### src/rtl/alu_wide_seq.sv
// alu_wide_seq: sequences an external 8-bit combinational ALU to run 16-bit ADD/SUB/CMP and 8x8 MUL.
//   in : clk, reset (sync, active-high), start, op[1:0], opa[15:0], opb[15:0], alu_rslt[7:0], alu_sco
//   out: busy, done, result[15:0], carry_o, zero_o, alu_type[1:0], alu_mop[2:0], alu_ina[7:0], alu_inb[7:0], alu_sci
module alu_wide_seq #(
  parameter int         W         = 8,
  parameter logic [1:0] TYPE_MATH = 2'b00,
  parameter logic [2:0] MOP_ADD   = 3'b000
) (
  input  logic             clk,
  input  logic             reset,
  input  logic             start,
  input  logic [1:0]       op,
  input  logic [2*W-1:0]   opa,
  input  logic [2*W-1:0]   opb,
  output logic             busy,
  output logic             done,
  output logic [2*W-1:0]   result,
  output logic             carry_o,
  output logic             zero_o,
  output logic [1:0]       alu_type,
  output logic [2:0]       alu_mop,
  output logic [W-1:0]     alu_ina,
  output logic [W-1:0]     alu_inb,
  output logic             alu_sci,
  input  logic [W-1:0]     alu_rslt,
  input  logic             alu_sco
);
  localparam logic [1:0] OP_ADD = 2'b00;
  localparam logic [1:0] OP_MUL = 2'b10;
  localparam logic [1:0] OP_CMP = 2'b11;
  typedef enum logic [2:0] {IDLE, LO, HI, MUL, DONE} state_t;
  state_t state_q, state_d;
  logic [1:0] op_q, op_d;
  logic [2*W-1:0] a_q, a_d, b_q, b_d, acc_q, acc_d, result_q, result_d;
  logic [2:0] cnt_q, cnt_d;
  logic [W-1:0] lo_q, lo_d;
  logic c_q, c_d, carry_q, carry_d, zero_q, zero_d;
  logic sub, issue;
  // SUB and CMP both run as A + ~B + 1
  assign sub      = op_q != OP_ADD;
  assign issue    = state_q == LO || state_q == HI || state_q == MUL;
  assign busy     = state_q != IDLE;
  assign done     = state_q == DONE;
  assign result   = result_q;
  assign carry_o  = carry_q;
  assign zero_o   = zero_q;
  assign alu_type = issue ? TYPE_MATH : '0;
  assign alu_mop  = issue ? MOP_ADD : '0;
  always_comb begin
    state_d  = state_q;
    op_d     = op_q;
    a_d      = a_q;
    b_d      = b_q;
    acc_d    = acc_q;
    cnt_d    = cnt_q;
    lo_d     = lo_q;
    c_d      = c_q;
    result_d = result_q;
    carry_d  = carry_q;
    zero_d   = zero_q;
    alu_ina  = '0;
    alu_inb  = '0;
    alu_sci  = 1'b0;
    case (state_q)
      IDLE: if (start) begin
        op_d    = op;
        a_d     = opa;
        b_d     = opb;
        acc_d   = {{W{1'b0}}, opb[W-1:0]};
        cnt_d   = '0;
        state_d = op == OP_MUL ? MUL : LO;
      end
      LO: begin
        alu_ina = a_q[W-1:0];
        alu_inb = sub ? ~b_q[W-1:0] : b_q[W-1:0];
        alu_sci = sub;
        lo_d    = alu_rslt;
        c_d     = alu_sco;
        state_d = HI;
      end
      HI: begin
        alu_ina  = a_q[2*W-1:W];
        alu_inb  = sub ? ~b_q[2*W-1:W] : b_q[2*W-1:W];
        alu_sci  = c_q;
        carry_d  = alu_sco;
        zero_d   = {alu_rslt, lo_q} == '0;
        result_d = op_q == OP_CMP ? result_q : {alu_rslt, lo_q};
        state_d  = DONE;
      end
      MUL: begin
        // shift-add: add multiplicand into the high half when the low bit is set, then shift the 17-bit sum right
        alu_ina = acc_q[2*W-1:W];
        alu_inb = acc_q[0] ? a_q[W-1:0] : '0;
        acc_d   = {alu_sco, alu_rslt, acc_q[W-1:1]};
        cnt_d   = cnt_q + 3'd1;
        if (cnt_q == 3'(W-1)) begin
          result_d = acc_d;
          carry_d  = 1'b0;
          zero_d   = acc_d == '0;
          state_d  = DONE;
        end
      end
      DONE: state_d = IDLE;
      default: state_d = IDLE;
    endcase
  end
  always_ff @(posedge clk) begin
    if (reset) begin
      state_q  <= IDLE;
      op_q     <= '0;
      a_q      <= '0;
      b_q      <= '0;
      acc_q    <= '0;
      cnt_q    <= '0;
      lo_q     <= '0;
      c_q      <= 1'b0;
      result_q <= '0;
      carry_q  <= 1'b0;
      zero_q   <= 1'b0;
    end else begin
      state_q  <= state_d;
      op_q     <= op_d;
      a_q      <= a_d;
      b_q      <= b_d;
      acc_q    <= acc_d;
      cnt_q    <= cnt_d;
      lo_q     <= lo_d;
      c_q      <= c_d;
      result_q <= result_d;
      carry_q  <= carry_d;
      zero_q   <= zero_d;
    end
  end
endmodule

### config.mk
export PLATFORM = sky130hd
export DESIGN_NAME = alu_wide_seq
export DESIGN_NICKNAME = d
export VERILOG_FILES = /design/src/rtl/alu_wide_seq.sv
export SDC_FILE = /design/constraint.sdc
export NUM_CORES = 1
export LEC_CHECK = 0
export CAP_MARGIN = 20
export CORE_MARGIN = 2
export CORE_UTILIZATION = 53
export DETAILED_ROUTE_END_ITERATION = 16
export GPL_TIMING_DRIVEN = 0
export PLACE_DENSITY_LB_ADDON = 0.25
export SYNTH_ARGS = -nofsm -noshare
export SYNTH_HDL_FRONTEND = slang
export SYNTH_SLANG_ARGS = --single-unit
### constraint.sdc
create_clock -name clk -period 2.4 [get_ports clk]
set_input_delay 0.24 -clock clk [delete_from_list [all_inputs] [get_ports clk]]
set_output_delay 0.24 -clock clk [all_outputs]
set_load 0.05 [all_outputs]
* After elaboration in Yosys (flattened, before gate mapping)
Index checks and enable logic that the tools add are counted.
Storage, ports and cells: bits in registers 83, input port bits 46, output and inout bits 42
Cells by class: add/subtract/negate cells 1, equality and inequality tests 10, multiplexer cells 21, bitwise operators 2, reductions and logical operators 12
Operators by type and width (number):
- one-hot mux 16 bit (2 select lines) | 2
- two-way mux 16 bit | 3
- one-hot mux 8 bit (3 select lines) | 2
- zero test 16 bit | 2
- two-way mux 8 bit | 3
- inverter 8 bit | 2
- one-hot mux 3 bit (4 select lines) | 1
- two-way mux 3 bit | 3
- AND reduction 2 bit | 4
- == test 3 x 2 -> 1 bit (second input constant) | 2
- == test 3 bit (second input constant) | 2
- one-hot mux 1 bit (2 select lines) | 3
- one-hot mux 3 bit (2 select lines) | 1
- nonzero test 2 bit | 3
- == test 2 bit (second input constant) | 2
- != test 2 bit (second input constant) | 2
- adder 3 x 1 -> 3 bit (second input constant) | 1
- == test 3 x 1 -> 1 bit (second input constant) | 1
- zero test 3 bit | 1
- AND reduction 3 bit | 1
- nonzero test 3 bit | 1
- two-way mux 1 bit | 2
- two-way mux 2 bit | 1
- != test 2 x 1 -> 1 bit (second input constant) | 1

* Depth between registers and ports, before layout
depth in word-level cells 4, depth in mapped cells 7, depth with buffers taken out 5

* Worst setup path after synthesis
OpenSTA, ideal clock, no wires.
path kind reg-to-output, start reg state_q[0], end out alu_inb[0], arrival 2.256 ns, required time 2.160 ns, setup slack -0.096 ns, stages on the path, launching flop included 7, path through dfxtp_1 -> buf_4 -> inv_2 -> or3_1 -> buf_2 -> clkbuf_1 -> o21ai_0
On the way: longest elaborated chain between the ends 2, elaborated cells between the ends (all ways) 4, classes of those cells eq/ne (3); mux (1)
Ends and longest elaborated chain:
- from (decl) | line 32 | state_t state_q, state_d;
- from (signal assigned) | line 121 | state_q <= state_d;
- == test 3 x 2 -> 1 bit or == test 3 x 1 -> 1 bit (tied branches) | line 64 | case (state_q)
- one-hot mux 8 bit (3 select lines) * | line 64
- to (decl) | line 23 | output logic [W-1:0] alu_inb,
Every way passes the cells marked *; elsewhere a longest branch is shown, timed or not.

* Final worst setup path
start reg state_q[0], end out alu_ina[5]
On the way: longest elaborated chain between the ends 2, elaborated cells between the ends (all ways) 4, classes of those cells eq/ne (3); mux (1)
Ends and longest elaborated chain:
- == test 3 x 2 -> 1 bit or == test 3 x 1 -> 1 bit (tied branches) | line 64
- one-hot mux 8 bit (3 select lines) * | line 64
- to (decl) | line 22 | output logic [W-1:0] alu_ina,
Marked as above.

==> impl_summary.md <==
Status
The flow ran to the end, and the final reports show no timing, DRC or antenna violations.

GRT
The global routing usage on met1 is between 30% and 40%. The via count of the first global-routing pass is 3359. After global routing, the most crowded layer is met2. Summed over all layers, the global routing overflow is 0. The number of antenna violations at the first check in global routing is 0.

Entering global routing, the biggest net connects 14 pins. Global routing used ~27% of the available tracks across all layers. The met2 track demand over resource in global routing is 45.2%. The first global-routing pass estimated 15900 um of wire. The met3 track utilization from global routing is between 5 and 6%.

Worst setup path
The setup slack of the most critical reg-to-reg path is 0.66 ns. The biggest cell delay along the critical path is a little under 0.4 ns. The worst setup path is launched from a flop.

The classification of the worst setup path is reg -> out. The largest individual stage delay along the critical path comes from the cell sky130_fd_sc_hd__clkdlybuf4s15_2. The data arrival time of the worst path is a little over 2 ns.

Along the worst path, the maximum fanout reaches 10. STA classifies the critical path endpoint as an output pin. The critical path goes through buf_4 -> clkbuf_4 -> clkbuf_2 -> nand2_1 -> nor2_1 -> a21oi_1 -> nor2_1 -> clkdlybuf4s15_2. In this run the critical register-to-register path is launched from state_q[2]$_SDFFE_PP0P_.

For the worst setup path, the data required time is around 2.2 ns. By instance count, the cell type seen most on the critical path is sky130_fd_sc_hd__nor2_1. The length in cells of the worst reg-to-reg path is 6. The endpoint identified for the worst register-to-register timing path is cnt_q[2]$_SDFFE_PP0P_.

Clock network
In this run the number of H-tree levels came out at 3. The number of buffers created by CTS is 9. The clock-pin slew on the worst setup and hold paths is 0.08 ns.

For the worst-skew pair, the clock arrives at the later sink with an insertion delay of between 0.3 and 0.4 ns. The maximum buffer depth of the clock tree is 2. The cts-stage hold buffer count is 0. The clock tree from TritonCTS is done. The clock root buffer is sky130_fd_sc_hd__clkbuf_8. The number of sinks driven by the clock tree is 83.

Cells and area
The area growth from synthesis to layout is 29.3%. The filler-free cell count of the finished design is 662. The number of nets in the layout is 610. In the layout the commonest cells are sky130_fd_sc_hd__nand2_1 (145), sky130_fd_sc_hd__dfxtp_1 (83), sky130_fd_sc_hd__clkdlybuf4s50_1 (63), sky130_fd_sc_hd__a21oi_1 (60), sky130_fd_sc_hd__nor2_1 (36). The most common cell after layout, fill and taps aside is sky130_fd_sc_hd__nand2_1. The antenna diode count is 0. Of the cells placed in the final design, the portion with a size suffix greater than 1 is between 10% and 20%. The final core area utilization is between 70% and 80%.

Power
Overall power consumption after layout is estimated at 0.00311 W. The power density over cell area is around 650 nW/um^2. IR analysis of the VDD net gives a maximum drop of between 0.3 and 0.4 mV. Summed over all cells, the static leakage comes to 1.84 nW.

Placed design
Buffers placed on the I/O ports in this run total between 80 and 90. The final estimated routing congestion in global placement is between 0.9 and 1. Once placement completed, the tool counted placed cells totaling ~650. The half-perimeter wire length after detailed placement is approximately 7600 um.

Synth
The post-synthesis share of cell area spent on full adders, half adders and majority gates is 0.675%. The post-synthesis cell type with the largest combined area is sky130_fd_sc_hd__dfxtp_1. The synthesized netlist devotes 17.7% of its cell area to compound gates. The unique cell type count in the Yosys netlist is 39. After technology mapping, the gate count stands at 467. The dominant combinational cell family by area after synthesis is simple AND/OR/NAND/NOR gates. Counting flops with an async set or reset pin after synthesis yields a share of 0%.

The synthesized area per cell is 7.94 sq um. The post-synthesis share of cell area spent on xor and xnor gates is between 3 and 4%. By area the synthesized netlist is led by sky130_fd_sc_hd__dfxtp_1 (45%), sky130_fd_sc_hd__nand2_1 (15%), sky130_fd_sc_hd__a21oi_1 (8.1%).

In the synthesized netlist, mux cells make up under 10% of the area. The main flop type after synthesis is sky130_fd_sc_hd__dfxtp_1. The synthesized design contains 0 enable-type register cells. Of the synthesized area, sequential elements account for 44.8%. The flip-flop and latch count after synthesis is 83. The number of warning messages in the yosys log is 0. Summing the areas of all and, or, nand and nor instances in the mapped netlist gives 23.8% of the synthesized area. The mapped cell area is about 3700 sq um. The top cell type by area accounts for 44.8% of the synthesized area.

Floorplan
The floorplan step defined a die boundary enclosing between 7000 and 8000 sq um. The y dimension of the die is 87.7 um. The placeable core region is about 6800 sq um. For this configuration, the core starts out at a cell density of 54.6%. The count of standard-cell rows is 30. From left edge to right edge, the die measures between 80 and 90 um. The number of top-level pins is 88.

STA
Between clock sinks in the finished design, the worst skew comes to ~0.0070 ns. Setup repair after global routing left no endpoint under its margin. The final hold violation count was 0. At the pin with the least slew margin, the transition time is roughly 0.65 ns. The peak clock frequency supported by timing is ~0.43 GHz. The time the final worst path needs with I/O delays and setup is about 2.3 ns. Final hold analysis gives a worst-case slack of around 0.42 ns. The total count of max-transition violations in the final report is 0.

The worst slew margin relative to its limit is approximately 57%. The final count of negative-setup-slack endpoints is 0. The final clock period utilization by the worst path is between 90% and 100%.

Drt
The total number of vias is 3605. The first detailed-routing pass took 6 iterations. After detailed routing, the total wire length is 9940 um. The detailed-route DRC error count is 0. After detailed routing, the average wire length per cell comes to 15.0 um. The final antenna-violating net count is 0. The ratio of routed vias to standard cells is 5.45.

The number of DRC markers in iteration 0 is 237.

Hold path
The startpoint of the lowest-slack hold path is opa[14]. The worst hold path depth is 3. For hold timing, the worst endpoint is a_q[14]$_SDFFE_PP0P_.

The worst hold path class is in -> reg.

Flow run
Across the run, the number of max-cap violations was 0.
## cell type report
cell class / instances / area, sq um
sequential: 83 / 1660
fill: 584 / 2000
inverter: 1 / 3.75
tap: 96 / 120
multi-input combinational: 346 / 1840
timing repair buffer: 82 / 782
clock buffer: 9 / 124
buffer: 39 / 233
clock inverter: 6 / 33.8
## how the worst max path moves through the flow
stage | slack, ns | start | cells past startpoint | end
4_1_cts | 0.007 | state_q[0]$_SDFFE_PP0P_ | 6 | alu_ina[0]
3_3_place_gp | -0.21 | state_q[0]$_SDFFE_PP0P_ | 7 | alu_inb[4]
3_5_place_dp | -0.26 | state_q[0]$_SDFFE_PP0P_ | 7 | alu_inb[4]
6_report | 0.1 | state_q[0]$_SDFFE_PP0P_ | 8 | alu_ina[5]
5_1_grt | 0.0008 | state_q[0]$_SDFFE_PP0P_ | 8 | alu_ina[4]
2_1_floorplan | -0.1 | state_q[0]$_SDFFE_PP0P_ | 6 | alu_inb[0]
## timing repair
item,CTS,global route
endpoints found under the hold margin,0,0
resized for setup,92,13
pin swaps,0,0
setup buffers,0,0
setup endpoints to repair,19,16
## through the flow
stage,TNS (ns),instance area (sq um),setup WS [ns]
2_1_floorplan,-0.669,3720,-0.0956
3_3_place_gp,-1.75,4670,-0.206
3_5_place_dp,-2.12,4670,-0.256
4_1_cts,0,4810,0.00693
5_1_grt,0,4800,0.000821
6_report,0,4800,0.0997
## where the power goes
| part | internal (W) | switching (W) |
|---|---|---|
| Sequential | 0.00146 | 0.0000571 |
| Clock | 0.000363 | 0.000498 |
| Combinational | 0.000283 | 0.000446 |
| Total | 0.00211 | 0.00100 |
## synthesized netlist by cell type (4+ instances only)
master	n
sky130_fd_sc_hd__a21oi_1	60
sky130_fd_sc_hd__a22oi_1	11
sky130_fd_sc_hd__a311oi_1	16
sky130_fd_sc_hd__a31oi_1	8
sky130_fd_sc_hd__buf_2	12
sky130_fd_sc_hd__buf_4	10
sky130_fd_sc_hd__buf_6	4
sky130_fd_sc_hd__clkbuf_1	14
sky130_fd_sc_hd__dfxtp_1	83
sky130_fd_sc_hd__mux2_2	8
sky130_fd_sc_hd__nand2_1	145
sky130_fd_sc_hd__nor2_1	36
sky130_fd_sc_hd__nor4_1	6
sky130_fd_sc_hd__o21ai_0	9
sky130_fd_sc_hd__xnor2_1	8
sky130_fd_sc_hd__xor2_1	8
## sequential cells by signal (all words and copies together) (netlist names)
register	flops
op_q	2
carry_o	1
cnt_q	3
b_q	16
state_q	3
result	16
c_q	1
a_q	16
acc_q	16
lo_q	8
zero_o	1
## per-layer routing
| metal | wire [um] | part of all wire [%] | up-vias |
|---|---|---|---|
| met4 | 192 | 1.9 | 0 |
| met3 | 614 | 6.2 | 18 |
| met5 | 0 | 0 | - |
| li1 | - | - | 1771 |
| met2 | 4810 | 48 | 148 |
| met1 | 4320 | 43 | 1668 |
## cells by family (layout without fill, tap and decap cells)
kind of cell | Yosys count | after routing
other | 1 | 5
flip-flops | 83 | 83
buffers and inverters | 42 | 137
XOR/XNOR | 16 | 16
AO/OA/AOI/OAI | 109 | 109
AND/OR/NAND/NOR | 205 | 205
multiplexers | 9 | 9
adder cells (fa/ha/maj) | 2 | 2
## critical path, delay by kind of cell (launching register included)
| kind | cells | cell delay, ns |
|---|---|---|
| AND/OR/NAND/NOR | 3 | 0.32 |
| flip-flops | 1 | 0.31 |
| buffers and inverters | 4 | 1.03 |
| AO/OA/AOI/OAI | 1 | 0.05 |
Note: power is estimated with default switching activity, not from simulation.
